## src/rtl/multicycle_controller.sv

```systemverilog
// Control FSM for a multi-cycle RV32I datapath: sequences fetch/decode/execute/mem/writeback,
// counts retired instructions and latches a sticky trap on unsupported encodings.
module multicycle_controller #(
    parameter int unsigned CNT_W = 32
) (
    input  logic             clk,
    input  logic             rst,
    input  logic [6:0]       op,
    input  logic [2:0]       func3,
    input  logic [6:0]       func7,
    input  logic             zero,
    output logic             pcwrite,
    output logic             adrsrc,
    output logic             irwrite,
    output logic             memwrite,
    output logic             regwrite,
    output logic [1:0]       resultsrc,
    output logic [1:0]       alusrca,
    output logic [1:0]       alusrcb,
    output logic [2:0]       immsrc,
    output logic [2:0]       aluop,
    output logic             illegal,
    output logic [CNT_W-1:0] instret
);
    typedef enum logic [3:0] {
        S_FETCH, S_DECODE, S_MEMADR, S_MEMREAD, S_MEMWB, S_MEMWRITE, S_EXECR, S_EXECI,
        S_ALUWB, S_BRANCH, S_JAL, S_JALR, S_JALR2, S_LUI, S_TRAP
    } state_t;

    localparam logic [6:0] OP_LOAD  = 7'b0000011;
    localparam logic [6:0] OP_STORE = 7'b0100011;
    localparam logic [6:0] OP_R     = 7'b0110011;
    localparam logic [6:0] OP_I     = 7'b0010011;
    localparam logic [6:0] OP_BR    = 7'b1100011;
    localparam logic [6:0] OP_JAL   = 7'b1101111;
    localparam logic [6:0] OP_JALR  = 7'b1100111;
    localparam logic [6:0] OP_LUI   = 7'b0110111;

    localparam logic [2:0] ALU_ADD  = 3'b000;
    localparam logic [2:0] ALU_SUB  = 3'b001;
    localparam logic [2:0] ALU_AND  = 3'b010;
    localparam logic [2:0] ALU_OR   = 3'b011;
    localparam logic [2:0] ALU_XOR  = 3'b100;
    localparam logic [2:0] ALU_SLT  = 3'b101;
    localparam logic [2:0] ALU_SLTU = 3'b110;
    localparam logic [2:0] ALU_PASSB = 3'b111;

    localparam logic [2:0] IMM_I = 3'b000;
    localparam logic [2:0] IMM_S = 3'b001;
    localparam logic [2:0] IMM_B = 3'b010;
    localparam logic [2:0] IMM_J = 3'b011;
    localparam logic [2:0] IMM_U = 3'b100;

    state_t     state, next_state;
    logic       pcwrite_c, irwrite_c, memwrite_c, regwrite_c;
    logic [2:0] alu_f3;
    logic       f3_alu_ok, r_f7_ok, br_inv, retire;

    // ALU function and legality derived from the IR fields
    always_comb begin
        alu_f3 = ALU_ADD;
        case (func3)
            3'b111:  alu_f3 = ALU_AND;
            3'b110:  alu_f3 = ALU_OR;
            3'b100:  alu_f3 = ALU_XOR;
            3'b010:  alu_f3 = ALU_SLT;
            3'b011:  alu_f3 = ALU_SLTU;
            default: alu_f3 = ALU_ADD;
        endcase
        f3_alu_ok = (func3 != 3'b001) && (func3 != 3'b101);
        r_f7_ok   = (func7 == 7'b0000000) || ((func7 == 7'b0100000) && (func3 == 3'b000));
        br_inv    = (func3 == 3'b001) || (func3 == 3'b100) || (func3 == 3'b110);
    end

    // Next-state and Moore output decode
    always_comb begin
        next_state = state;
        pcwrite_c  = 1'b0;
        adrsrc     = 1'b0;
        irwrite_c  = 1'b0;
        memwrite_c = 1'b0;
        regwrite_c = 1'b0;
        resultsrc  = 2'b00;
        alusrca    = 2'b00;
        alusrcb    = 2'b00;
        immsrc     = IMM_I;
        aluop      = ALU_ADD;
        case (state)
            S_FETCH: begin
                irwrite_c  = 1'b1;
                pcwrite_c  = 1'b1;
                alusrcb    = 2'b10;
                resultsrc  = 2'b10;
                next_state = S_DECODE;
            end
            S_DECODE: begin
                alusrca = 2'b01;
                alusrcb = 2'b01;
                immsrc  = (op == OP_JAL) ? IMM_J : IMM_B;
                case (op)
                    OP_LOAD, OP_STORE: next_state = (func3 == 3'b010) ? S_MEMADR : S_TRAP;
                    OP_R:    next_state = (f3_alu_ok && r_f7_ok) ? S_EXECR : S_TRAP;
                    OP_I:    next_state = f3_alu_ok ? S_EXECI : S_TRAP;
                    OP_BR:   next_state = (func3[2:1] != 2'b01) ? S_BRANCH : S_TRAP;
                    OP_JAL:  next_state = S_JAL;
                    OP_JALR: next_state = S_JALR;
                    OP_LUI:  next_state = S_LUI;
                    default: next_state = S_TRAP;
                endcase
            end
            S_MEMADR: begin
                alusrca    = 2'b10;
                alusrcb    = 2'b01;
                immsrc     = (op == OP_STORE) ? IMM_S : IMM_I;
                next_state = (op == OP_STORE) ? S_MEMWRITE : S_MEMREAD;
            end
            S_MEMREAD: begin
                adrsrc     = 1'b1;
                next_state = S_MEMWB;
            end
            S_MEMWB: begin
                resultsrc  = 2'b01;
                regwrite_c = 1'b1;
                next_state = S_FETCH;
            end
            S_MEMWRITE: begin
                adrsrc     = 1'b1;
                memwrite_c = 1'b1;
                next_state = S_FETCH;
            end
            S_EXECR: begin
                alusrca    = 2'b10;
                aluop      = ((func3 == 3'b000) && func7[5]) ? ALU_SUB : alu_f3;
                next_state = S_ALUWB;
            end
            S_EXECI: begin
                alusrca    = 2'b10;
                alusrcb    = 2'b01;
                aluop      = alu_f3;
                next_state = S_ALUWB;
            end
            S_ALUWB: begin
                regwrite_c = 1'b1;
                next_state = S_FETCH;
            end
            S_BRANCH: begin
                alusrca = 2'b10;
                case (func3[2:1])
                    2'b10:   aluop = ALU_SLT;
                    2'b11:   aluop = ALU_SLTU;
                    default: aluop = ALU_SUB;
                endcase
                pcwrite_c  = zero ^ br_inv;
                next_state = S_FETCH;
            end
            S_JAL, S_JALR2: begin
                pcwrite_c  = 1'b1;
                alusrca    = 2'b01;
                alusrcb    = 2'b10;
                next_state = S_ALUWB;
            end
            S_JALR: begin
                alusrca    = 2'b10;
                alusrcb    = 2'b01;
                next_state = S_JALR2;
            end
            S_LUI: begin
                alusrcb    = 2'b01;
                immsrc     = IMM_U;
                aluop      = ALU_PASSB;
                next_state = S_ALUWB;
            end
            S_TRAP:  next_state = S_TRAP;
            default: next_state = S_FETCH;
        endcase
    end

    // Enables drop the moment reset asserts, even mid-cycle
    assign pcwrite  = pcwrite_c  & ~rst;
    assign irwrite  = irwrite_c  & ~rst;
    assign memwrite = memwrite_c & ~rst;
    assign regwrite = regwrite_c & ~rst;

    assign retire = (state == S_MEMWB) || (state == S_MEMWRITE) ||
                    (state == S_ALUWB) || (state == S_BRANCH);

    always_ff @(posedge clk or posedge rst) begin
        if (rst) begin
            state   <= S_FETCH;
            illegal <= 1'b0;
            instret <= '0;
        end else begin
            state <= next_state;
            if (next_state == S_TRAP) illegal <= 1'b1;
            if (retire) instret <= instret + CNT_W'(1);
        end
    end
endmodule

```

## config.mk

```make
export PLATFORM = sky130hd
export DESIGN_NAME = multicycle_controller
export DESIGN_NICKNAME = d
export VERILOG_FILES = /design/src/rtl/multicycle_controller.sv
export SDC_FILE = /design/constraint.sdc
export NUM_CORES = 1
export LEC_CHECK = 0
export CORE_ASPECT_RATIO = 1.4
export CORE_MARGIN = 4
export CORE_UTILIZATION = 42
export DETAILED_ROUTE_END_ITERATION = 12
export PLACE_DENSITY = 0.77
export SYNTH_ARGS = -nofsm -noshare
export SYNTH_HDL_FRONTEND = slang
export SYNTH_SLANG_ARGS = --single-unit
```

## constraint.sdc

```tcl
create_clock -name clk -period 2 [get_ports clk]
set_input_delay 0.3 -clock clk [delete_from_list [all_inputs] [get_ports clk]]
set_output_delay 0.3 -clock clk [all_outputs]
set_load 0.02 [all_outputs]
```

Yosys cells after proc, flatten, opt, wreduce, memory -nomap -nowiden
Cells that the tools add are included.
{ "totals": {"register_bits": 37, "latchBits": 0, "mem_bits_rw": 0, "mem_bits_ro": 0, "out_inout_bits": 50, "elab_cells": 88, "mem_count": 0} }
{ "classes": {"addsub": 1, "n_mul": 0, "n_div": 0, "magnitude_cmp": 0, "n_eq_ne": 35, "shift": 0, "n_mux": 22, "bitwise": 6, "n_reduce_logical": 21} }
{ "op_table": {"columns": ["operator", "count"], "rows": [
  ["case mux 4 bit (7 select lines)", 2],
  ["adder 32 x 1 -> 32 bit, second input constant", 1],
  ["== test 4 bit, second input constant", 8],
  ["== test 7 x 6 -> 1 bit, second input constant", 4],
  ["== test 7 bit, second input constant", 3],
  ["== test 4 x 3 -> 1 bit, second input constant", 4],
  ["case mux 3 bit (5 select lines)", 1],
  ["OR reduction 5 bit", 3],
  ["two-way mux 4 bit", 3],
  ["case mux 2 bit (2 select lines)", 3],
  ["case mux 3 bit (4 select lines)", 1],
  ["== test 3 bit, second input constant", 3],
  ["two-way mux 3 bit", 3],
  ["case mux 3 bit (3 select lines)", 1],
  ["== test 4 x 2 -> 1 bit, second input constant", 2],
  ["== test 7 x 2 -> 1 bit, second input constant", 1],
  ["== test 7 x 5 -> 1 bit, second input constant", 1],
  ["logical NOT 7 bit", 1],
  ["== test 3 x 2 -> 1 bit, second input constant", 2],
  ["logical OR 1 bit", 6],
  ["two-way mux 1 bit", 6],
  ["case mux 3 bit (2 select lines)", 1],
  ["OR reduction 2 bit", 3],
  ["OR reduction 3 bit", 2],
  ["13 further kinds", 20]
]} }

Depth between registers and ports, before layout
{ "depth": {"word_depth": 8, "ltp_mapped": 7, "ltp_nobuf": 6} }

Least setup slack after synthesis
Ideal clock, no wire load.
{ "synth_path": {"path_kind": "register to output", "startpoint": "reg state[1]", "endpoint": "out aluop[0]", "arrival_time_ns": 1.665, "path_slack_ns": 0.035, "path_stages_with_launch": 5, "n_path_buf": 2, "cell_sequence": "dfrtp_1 clkbuf_1 clkbuf_1 nand2_1 o32ai_1"} }
{ "synth_via": {"elab_chain_cells": 2, "word_cells_on_any_way": 5} }
{ "synth_rtl": {"columns": ["item", "line", "source"], "rows": [
  ["from (decl)", "54", "state_t state, next_state;"],
  ["from (signal assigned)", "193", "state <= next_state;"],
  ["== test 4 bit or == test 4 x 3 -> 1 bit (tied branches)", "88", "case (state)"],
  ["case mux 3 bit (4 select lines) *", "88", null],
  ["to (decl)", "21", "output logic [2:0] aluop,"]
]} }
Every way passes the cells marked *; elsewhere a longest branch is shown, timed or not.

Worst setup path after layout
{ "layout_path": {"startpoint": "reg state[3]", "endpoint": "reg instret[19]"} }
{ "layout_via": {"elab_chain_cells": 4, "word_cells_on_any_way": 7} }
{ "layout_rtl": {"columns": ["item", "line", "source"], "rows": [
  ["== test 4 x 3 -> 1 bit", "184", "assign retire = (state == S_MEMWB) || (state == S_MEMWRITE) ||"],
  ["logical OR 1 bit (2 in a row)", "184", null],
  ["logical OR 1 bit *", "185", "(state == S_ALUWB) || (state == S_BRANCH);"],
  ["to (signal assigned)", "195", "if (retire) instret <= instret + CNT_W'(1);"],
  ["to (decl)", "23", "output logic [CNT_W-1:0] instret"]
]} }
Marked as above.
A chain may end at the register's enable or synchronous reset.

==> impl_metrics.ini <==
[critical_path]
cp_num_buf_inv = 1
path_delay_family = simple AND/OR/NAND/NOR gates
end_kind = flop
r2r_cells = 6
critPathArrivalTime_ps = 2220
worst-path-stages = 6
critical_path.cell_chain = buf_6, xnor2_4, or3_4, or4_4, nand2b_4, xnor2_1
worstSetupStartpointType = flop
cp.required_ps = 2160
crit_fanout = 4
cpPeakStageDelay_ps = 540
crit_path_top_delay_cell = or4_4
critPathKind = flop to flop

[cts]
cts_tree = built
cts_sinks = 37
cts_root_buf = clkbuf_8
ctsHoldBuffers = 0
clockBufferDepth = 2
htreeDepth = 2
clkSlewWorstSetupHoldPaths_ps = 70
cts_made_buffers = 5
insertion_delay_ps = 280

[global_routing]
first_global_vias = 2234
use_met2_pct = 37.3
grt_max_degree = 38
grt-busiest-layer = met2
grt_util_met1_pct = 21.1
antenna_found_initial = 0
grt_pass1_wl_mm = 9.79
grt_usage_pct = 20.1
grt_use_met3_pct = 4.37
grt_remaining_overflow = 0

[sta]
finalCritPeriodShare_pct = 103
fin_tns_setup_ps = -108
fin_skew_ps = 4.31
hold_ws_ps = 479
fmax_ghz = 0.488
slew_violations = 0
slew_headroom_pct = 69.2
setup_slack_ps = -50.2
finalCriticalPeriod_ps = 2050
setup_viol = 4
hold_viol_final = 0
worst_pin_slew_ps = 462
rsz0062_at_grt = yes

[synthesis]
synthFlopType = dfrtp_1
syn_area_mm2 = 0.00216
ys_ff_latch = 37
synth_edf_count = 0
yosys.cell_types.count = 41
synth_top_area_share_pct = 42.8
syn_nets = 261
yosys.area.top_type = dfrtp_1
synthTopCellsByArea = dfrtp_1 43%, xnor2_1 9.7%, xor2_1 4.5%
synth_seq_area_share_pct = 42.8
synthCells = 240
avgSynthCellArea_um2 = 9.00
synthArstFlopShare_pct = 100
synth_warnings = 0

[placement]
place_hpwl_mm = 4.66
dpl.cell_count = 416
place_congestion = 0.849
io_buffers = 69

[die]
die_h_um = 92.9
start_util_pct = 43.9
die_area_mm2 = 0.00637
ioPinCount = 70
die_w_um = 68.6
core_mm2 = 0.00492
rows = 30

[detailed_routing]
drt_pass1_iterations = 5
wl_per_cell_um = 14.8
ant_nets = 0
drc_errors = 0
initialDrtViolationCount = 103
finalWirelength_mm = 6.39
vias_per_cell = 5.30
dr_total_vias = 2297

[job]
cap_violations = 0

[power]
p_leak_nw = 1.65
power_mw = 3.40
ir_drop_v = 0.000722
power_density_mw_per_mm2 = 946

[finish]
postLayoutCoreUtil_pct = 73.0
final_cells = 433
register_area_um2 = 930
final_common_cell = buf_4
nFillCells = 362
drive_gt1_share_pct = 32.2
n_antenna_cell = 0
multi_input_area_mm2 = 0.00133
nNetsFinal = 390
syn_to_final_growth_pct = 66.1
layout_common_cells = 56 x buf_4, 44 x clkdlybuf4s50_1, 34 x dfrtp_1

[min_path]
min_delay_path_depth = 1
hp-class = flop to flop

[outcome]
violations = negative setup slack
status = complete, but fails checks
## per-stage QoR
stage,setup WS (ps),cell area (um2)
floorplan,35.3,2160
global placement,-465,3280
detailed placement,-523,3280
CTS,-25.1,3480
global route,-132,3590
finish,-50.2,3590
## state kept, by name, indices dropped and copies added, names as in the netlist
| name | flops |
|---|---|
| illegal | 1 |
| state | 4 |
| instret | 32 |
## worst register-to-register path, stage by stage (launching register included)
cell,delay (ps)
dfrtp_2,430
buf_6,130
xnor2_4,140
or3_4,400
or4_4,540
nand2b_4,170
xnor2_1,120
## path summary, 6_finish.rpt
path | slack, ps | from | end
max in group asynchronous | 1050 | rst | state[2]$_DFF_PP0_
min | 480 | instret[31]$_DFFE_PP0P_ | instret[31]$_DFFE_PP0P_
max reg2reg | -50 | state[3]$_DFF_PP0_ | instret[19]$_DFFE_PP0P_
min reg2reg | 480 | instret[31]$_DFFE_PP0P_ | instret[31]$_DFFE_PP0P_
max | -50 | state[3]$_DFF_PP0_ | instret[19]$_DFFE_PP0P_
min in group asynchronous | 600 | rst | instret[4]$_DFFE_PP0P_
## layout make-up
class | count | share of cell area [%]
clock buffer | 7 | 2.41
inverter | 9 | 0.941
multi-input combinational | 186 | 37.1
sequential | 37 | 25.9
tap | 64 | 2.23
timing repair buffer | 130 | 31.4
## cells by family after synthesis
family	synth area share, %
AND/OR/NAND/NOR	28.2
flip-flops	42.8
XOR/XNOR	14.2
AO/OA/AOI/OAI	9.67
buffers and inverters	2.95
multiplexers	1.56
adder cells (fa/ha/maj)	0.579
## power by group
part / switching, mW / leakage, nW / total, mW / internal, mW
registers: 0.0965 / 0.493 / 0.945 / 0.848
clock network: 0.241 / 0.0443 / 0.514 / 0.273
logic: 0.999 / 1.11 / 1.94 / 0.938
total: 1.34 / 1.65 / 3.40 / 2.06
## cells in the mapped netlist (2+ instances only)
cell type and n:
o21ai_0 8, or3_1 2, a211oi_1 2, nor2_1 22, mux2_2 3, and3_1 5
dfrtp_1 37, o21a_1 2, nand2b_1 8, a31oi_1 2, nor3_1 15, xnor2_1 24
xor2_1 11, a21oi_1 4, nor3b_1 2, a21o_1 2, nor4_1 4, inv_1 9
o32ai_1 2, nor2b_1 8, o31ai_1 2, nand2_1 23, nand3_1 7, or2_2 2
clkbuf_1 8, nand4_1 11
## routing by layer
| metal | wire length, um | part of all wire (%) |
|---|---|---|
| met5 | 0 | 0 |
| met3 | 390 | 6.1 |
| met1 | 2380 | 37 |
| met4 | 184 | 2.9 |
| met2 | 3440 | 54 |
## repair_timing
item	in CTS	in global routing
pin swaps	13	13
setup buffers	7	3
resized for setup	75	44
setup endpoints to repair	23	29
Power figures use the tool's default switching activity.
